**src/rtl/serial_bus_arbiter.sv**
```systemverilog
// Two-master round-robin arbiter for the serial system bus.
// Owns the bus for a whole single/burst transaction, counting completed
// bytes from the active datapath, with an idle-timeout forced release.
module serial_bus_arbiter #(
  parameter int unsigned TIMEOUT_CYCLES = 200,
  parameter int unsigned BURST_W        = 12
) (
  input  logic               clk,
  input  logic               reset,
  input  logic               m1_req,
  input  logic               m2_req,
  input  logic [BURST_W-1:0] m1_burst_num,
  input  logic [BURST_W-1:0] m2_burst_num,
  input  logic               byte_done,
  output logic               m1_grant,
  output logic               m2_grant,
  output logic               master_sel,
  output logic               bus_busy,
  output logic [BURST_W-1:0] bytes_left,
  output logic               timeout
);

  localparam int unsigned CNT_W = $clog2(TIMEOUT_CYCLES);
  localparam logic [CNT_W-1:0] CNT_TERM = CNT_W'(TIMEOUT_CYCLES - 1);

  // Master encoding shared by master_sel and last_served.
  localparam logic SEL_M1 = 1'b0;
  localparam logic SEL_M2 = 1'b1;

  typedef enum logic [1:0] {
    IDLE    = 2'd0,
    GRANT   = 2'd1,
    ACTIVE  = 2'd2,
    RELEASE = 2'd3
  } state_t;

  state_t           state;
  logic             last_served;
  logic [CNT_W-1:0] idle_cnt;

  logic pick_m2_c;
  logic granted_req_c;
  logic last_byte_c;
  logic terminal_c;

  // Arbitration and in-transaction status decode.
  always_comb begin
    pick_m2_c     = 1'b0;
    granted_req_c = 1'b0;
    last_byte_c   = 1'b0;
    terminal_c    = 1'b0;
    // Master 2 wins if alone, or on a tie when master 1 was served last.
    pick_m2_c     = m2_req && (!m1_req || (last_served == SEL_M1));
    granted_req_c = (master_sel == SEL_M2) ? m2_req : m1_req;
    last_byte_c   = byte_done && (bytes_left == '0);
    terminal_c    = (idle_cnt == CNT_TERM);
  end

  // Arbiter state machine with registered outputs.
  always_ff @(posedge clk or negedge reset) begin
    if (!reset) begin
      state       <= IDLE;
      last_served <= SEL_M2;
      idle_cnt    <= '0;
      m1_grant    <= 1'b0;
      m2_grant    <= 1'b0;
      master_sel  <= SEL_M1;
      bus_busy    <= 1'b0;
      bytes_left  <= '0;
      timeout     <= 1'b0;
    end else begin
      timeout <= 1'b0;
      case (state)
        IDLE: begin
          if (m1_req || m2_req) begin
            state      <= GRANT;
            master_sel <= pick_m2_c ? SEL_M2 : SEL_M1;
            bytes_left <= pick_m2_c ? m2_burst_num : m1_burst_num;
            idle_cnt   <= '0;
          end
        end

        GRANT: begin
          state    <= ACTIVE;
          m1_grant <= (master_sel == SEL_M1);
          m2_grant <= (master_sel == SEL_M2);
          bus_busy <= 1'b1;
        end

        ACTIVE: begin
          // A completed byte always consumes one count, even on an abort.
          if (byte_done && (bytes_left != '0)) begin
            bytes_left <= bytes_left - BURST_W'(1);
          end
          if (!granted_req_c || last_byte_c) begin
            // Abort or normal completion; never a timeout pulse.
            state    <= RELEASE;
            m1_grant <= 1'b0;
            m2_grant <= 1'b0;
            bus_busy <= 1'b0;
          end else if (byte_done) begin
            // Progress on the terminal cycle beats the timeout.
            idle_cnt <= '0;
          end else if (terminal_c) begin
            state    <= RELEASE;
            m1_grant <= 1'b0;
            m2_grant <= 1'b0;
            bus_busy <= 1'b0;
            timeout  <= 1'b1;
          end else begin
            idle_cnt <= idle_cnt + CNT_W'(1);
          end
        end

        RELEASE: begin
          last_served <= master_sel;
          state       <= IDLE;
        end

        default: begin
          state <= IDLE;
        end
      endcase
    end
  end

endmodule

```
**config.mk**
```make
export PLATFORM = sky130hd
export DESIGN_NAME = serial_bus_arbiter
export DESIGN_NICKNAME = d
export VERILOG_FILES = /design/src/rtl/serial_bus_arbiter.sv
export SDC_FILE = /design/constraint.sdc
export NUM_CORES = 1
export LEC_CHECK = 0
export ABC_CLOCK_PERIOD_IN_PS = 2500
export CAP_MARGIN = 20
export CORE_UTILIZATION = 49
export DETAILED_ROUTE_END_ITERATION = 12
export PLACE_DENSITY = 0.9
export SLEW_MARGIN = 10
export SYNTH_ARGS = -nofsm -noshare
export SYNTH_HDL_FRONTEND = slang
export SYNTH_SLANG_ARGS = --single-unit
export TNS_END_PERCENT = 50
```
**constraint.sdc**
```tcl
create_clock -name clk -period 2.5 [get_ports clk]
set_input_delay 0.5 -clock clk [delete_from_list [all_inputs] [get_ports clk]]
set_output_delay 0.5 -clock clk [all_outputs]
set_load 0.03 [all_outputs]
```
==> results of run 1 <==
==> layout make-up <==
cell class	count	area [um2]
sequential	28	702
multi-input combinational	153	1100
inverter	7	26.3
tap	46	57.6
timing repair buffer	59	556
fill	280	976
clock buffer	4	55.1
==> cell families (layout without fill, tap and decap cells) <==
family | Yosys count | in the layout | share of synthesized area (%)
adders and majority gates | 6 | 6 | 4.05
muxes | 19 | 19 | 11.1
AOI/OAI and AO/OA | 61 | 61 | 24.1
and+or+nand+nor | 66 | 66 | 19.2
xor gates and xnor gates | 1 | 1 | 0.473
DFF | 28 | 28 | 37.9
buffers and inverters | 14 | 70 | 3.24
==> sequential cells by signal (all words and copies together), names as in the netlist <==
register,count
master_sel,1
bus_busy,1
idle_cnt,8
last_served,1
state,2
bytes_left,12
timeout,1
m2_grant,1
m1_grant,1
==> routing by layer <==
metal	track usage (%)	up-vias	part of all wire [%]
li1	-	855	-
met2	44.7	67	51
met3	3.99	8	5.0
met4	7.67	0	1.0
met5	0	-	0
met1	30.8	855	43
==> synth_stat cells, drive strengths merged (5+ instances only) <==
master,instances,area share (%)
a21oi,9,2.8
a22o,5,2.4
a31oi,5,1.7
clkbuf,6,1.2
dfrtp,27,36
ha,6,4.1
inv,7,1.4
mux2,9,5.7
mux2i,10,5.4
nand2,16,3.2
nand2b,5,1.7
nand3,6,1.6
nor2,12,2.6
nor4,6,2.0
o21ai,15,4.3
o22ai,6,2.0
==> stage by stage <==
step | util [%] | cell area [um2] | power [mW]
CTS | 71.7 | 2490 | 2.95
floorplan | - | 1850 | 2.01
finish | 71.9 | 2490 | 2.95
global placement | 70.1 | 2430 | 2.61
global route | 71.9 | 2490 | 3.18
detailed placement | 70.1 | 2430 | 2.67
==> power groups by stage <==
stage               Combinational [mW]  Clock, mW  Sequential (mW)
floorplan                        0.943          0             1.06
global route                      1.96      0.313            0.909
global placement                  1.74          0            0.866
detailed placement                1.79          0            0.876
CTS                               1.79      0.286            0.871
finish                            1.79      0.282            0.880
==> worst max-delay path, cell delays in order (launching register included) <==
cell and delay, ns:
dfrtp_1 0.47, inv_1 0.13, ha_1 0.17, or4b_4 0.49, o41ai_4 0.33, buf_4 0.20
o311ai_0 0.12, a22o_1 0.20
==> path summary, 6_finish.rpt <==
| kind | from | endpoint | slack [ns] |
|---|---|---|---|
| worst min-delay path | bus_busy | bus_busy | 0.50 |
| worst max register to register | bytes_left[0] | bytes_left[5] | 0.29 |
| min in group asynchronous | reset | idle_cnt[6] | 0.62 |
| worst min register to register | bus_busy | bus_busy | 0.50 |
| max in group asynchronous | reset | last_served | 1.58 |
| worst max-delay path | bytes_left[0] | bytes_left[5] | 0.29 |
==> flow_summary.toml, run 1 <==
[pwr]
clockPowerShare_pct = 9.5
leakage_nw = 1.03
swShare_pct = 46.7
switching_power_mw = 1.38
power_frac_seq_pct = 29.8
internal_power_mw = 1.57
power_density_mw_per_mm2 = 1190
pwr-share-comb_pct = 60.7
peakVddDrop_v = 0.000707

[routing]
drtIter0Drc = 178
wl_um = 4690
post_drt_wl_per_cell_um = 15.8
drc_errors = 0
drtPass1Iterations = 4
viasPerCell = 6.01
num_vias = 1785
antenna_left = 0

[timing]
finalSetupViolations = 0
grt_setup_unrepaired = "no"
maxSlewViolCount = 0
max_slew_margin_pct = 69.8
hold_ws_ns = 0.501
fin_tns_setup_ns = 0
worst_pin_slew_ns = 0.453
hold_viol = 0
fin_worst_skew_ns = 0.00358
max_freq_mhz = 452
setup_slack_ns = 0.286
period_needed_ns = 2.21
fin_crit_sh_pct = 88.6

[placed_design]
portBuffers = 45
dp_cells = 293
place_congestion = 0.847
dp_hpwl_um = 3520
dp_slack_ns = 0.130

[synthesis]
synthFlopType = "dfrtp_1"
synth_area_mm2 = 0.00185
synth_nets = 230
netlist_instances = 195
synth-warning-count = 0
ys_seq_elements = 28
synth-seq-area-share_pct = 37.9
async_flop_share_pct = 100
avgSynthCellArea_um2 = 9.50
synth_cell_types = 50
synth-edff-count = 0

[cells_and_area]
layout_commonest_cell = "clkdlybuf4s50_1"
diodes = 0
syn2layout_area_growth_pct = 34.6
fin_cells = 297
final_cell_mix = "clkdlybuf4s50_1, dfrtp_1, nand2_1"
drive_above_1_share_pct = 16.3
final_nets = 287

[clock_tree]
cts-resized-gates = 0
postCtsSetupBuffers = 0
htreeDepth = 1
path_clk_slew_ns = 0.10
ctsLongestPathBuffers = 2
hold_buffers = 0
cts_inserted_buffers = 3
clock_sinks = 28
clkLatencyLatePin_ns = 0.27
clock-root-buffer = "clkbuf_8"
cts_tree = "built"

[floorplanning]
rows = 21
coreArea_mm2 = 0.00347
ios = 46
die-area_mm2 = 0.00403
initial_core_util_pct = 53.4
die_w_um = 63.5
die_h_um = 63.5

[critical_path]
reg2regPathDepth = 7
crit_path_max_fanout = 7
required_ns = 2.67
startpoint_type = "flip-flop"
endpoint_kind = "flip-flop"
critPathArrivalTime_ns = 2.39
worstSetupPathType = "reg -> reg"

[global_routing]
grt_max_degree = 29
grt_pass1_vias = 1817
antenna_found_initial = 0
grt-ovfl-total = 0
grt_first_pass_wirelength_um = 8070
grt_usage_pct = 25.1

[job]
drv_cap = 0

[status]
outcome = "complete, no violations"

[hold_path]
holdPathStages = 1
hold_class = "reg -> reg"
Power figures use the tool's default switching activity.
==> inputs of run 2 (changes only) <==
- PLACE_DENSITY: 0.9 -> 0.76
==> flow_summary.toml, run 2 (synthesized netlist as in run 1, its figures left out) <==
[status]
outcome = "complete, no violations"

[critical_path]
r2r_start = "bytes_left[1]"
worstSetupPathType = "reg -> reg"
endpoint_kind = "flip-flop"
critPathArrivalTime_ns = 2.54
endpoint = "bytes_left[0]"
crit_path_max_fanout = 6
reg2regPathDepth = 7
r2r_slack_ns = 0.18
required_ns = 2.72
startpoint_type = "flip-flop"
r2r-end = "bytes_left[0]"
cp-startpoint = "bytes_left[1]"

[timing]
hold_viol = 0
max_freq_mhz = 431
max_slew_margin_pct = 60.1
worst_pin_slew_ns = 0.597
setup_slack_ns = 0.179
fin_worst_skew_ns = 0.00501
period_needed_ns = 2.32
fin_tns_setup_ns = 0
maxSlewViolCount = 0
grt_setup_unrepaired = "no"
fin_crit_sh_pct = 92.8
finalSetupViolations = 0

[floorplanning]
ios = 46
die_w_um = 63.5
die-area_mm2 = 0.00403
coreArea_mm2 = 0.00347
die_h_um = 63.5
initial_core_util_pct = 53.4
rows = 21

[clock_tree]
ctsLongestPathBuffers = 2
hold_buffers = 0
clock-root-buffer = "clkbuf_8"
clock_sinks = 28
postCtsSetupBuffers = 0
htreeDepth = 1
clkLatencyLatePin_ns = 0.28
path_clk_slew_ns = 0.10
cts-resized-gates = 0
cts_tree = "built"
cts_inserted_buffers = 3

[routing]
num_vias = 1822
viasPerCell = 6.16
antenna_left = 0
drtPass1Iterations = 4
wl_um = 4930
post_drt_wl_per_cell_um = 16.6
drc_errors = 0
drtIter0Drc = 158

[global_routing]
grt_max_degree = 17
grt_pass1_vias = 1848
grt-ovfl-total = 0
grt_usage_pct = 26.0
antenna_found_initial = 0
grt_first_pass_wirelength_um = 8240

[cells_and_area]
final_nets = 286
syn2layout_area_growth_pct = 34.7
largest_register = "bytes_left"
layout_commonest_cell = "clkdlybuf4s50_1"
reg_top3 = "bytes_left (12), idle_cnt (8), state (2)"
drive_above_1_share_pct = 15.6
fillers = 273
largest_reg_flops = 12
diodes = 0
final_cell_mix = "clkdlybuf4s50_1, dfrtp_1, nand2_1"

[pwr]
power_density_mw_per_mm2 = 1220
switching_power_mw = 1.40
pwr-share-comb_pct = 60.0
leakage_nw = 1.03
clockPowerShare_pct = 12.1
swShare_pct = 46.1
internal_power_mw = 1.64
peakVddDrop_v = 0.000725
power_frac_seq_pct = 28.0

[hold_path]
hold_class = "reg -> reg"
hold_path.startpoint = "bus_busy"

[job]
drv_cap = 0

[placed_design]
dp_slack_ns = 0.0766
portBuffers = 45
place_congestion = 0.904
dp_hpwl_um = 3660
==> run 2: area by class of cell <==
| class | count | area [um2] | share of cell area, % |
|---|---|---|---|
| Inverter | 7 | 26.3 | 1.05 |
| Sequential cell | 28 | 702 | 28.1 |
| Timing Repair Buffer | 58 | 548 | 22.0 |
| Tap cell | 46 | 57.6 | 2.31 |
| Clock buffer | 3 | 41.3 | 1.65 |
| Clock inverter | 1 | 30.0 | 1.20 |
| Multi-Input combinational cell | 153 | 1090 | 43.7 |
==> run 2: power by group through the flow <==
stage / logic [mW] / registers [mW] / clock network (mW)
floorplan: 0.943 / 1.06 / 0
global placement: 1.76 / 0.842 / 0
detailed placement: 1.81 / 0.849 / 0
CTS: 1.82 / 0.847 / 0.371
global route: 1.96 / 0.883 / 0.394
finish: 1.83 / 0.851 / 0.368
==> run 2: worst min-delay path by stage <==
stage	end	cells after the start
4_1_cts	bus_busy	1
3_5_place_dp	bus_busy	1
2_1_floorplan	bus_busy	0
5_1_grt	bus_busy	1
3_3_place_gp	bus_busy	1
6_report	bus_busy	1
==> run 2: stage by stage <==
| step | total power [mW] | hold slack (ns) | cell area [um2] | util (%) | instances |
|---|---|---|---|---|---|
| after global placement | 2.60 | 0.467 | 2420 | 69.9 | 292 |
| final | 3.04 | 0.495 | 2490 | 71.9 | 296 |
| after floorplan | 2.01 | 0.204 | 1850 | - | 195 |
| after detailed placement | 2.66 | 0.482 | 2420 | 69.9 | 292 |
| after global routing | 3.24 | 0.545 | 2490 | 71.9 | 296 |
| after CTS | 3.03 | 0.504 | 2490 | 71.9 | 296 |
==> run 2: critical path: stages (launching register included) <==
cell	delay, ns
dfrtp_1	0.46
inv_1	0.13
ha_1	0.17
or4b_4	0.48
o41ai_4	0.45
nor2_2	0.14
mux2_4	0.29
a21oi_2	0.13
==> run 2: layer usage <==
layer / part of all wire [%] / track usage [%] / up-vias
met3: 5.7 / 5.80 / 14
met4: 2.2 / 10.8 / 0
met5: 0 / 0 / -
met2: 53 / 46.8 / 72
met1: 40 / 29.1 / 879
li1: - / - / 857
==> inputs of run 3 (changes only) <==
- SLEW_MARGIN: 10 -> 15
==> results of run 3 <==
No change in the layout: final DEF, timing and power equal those of run 2.
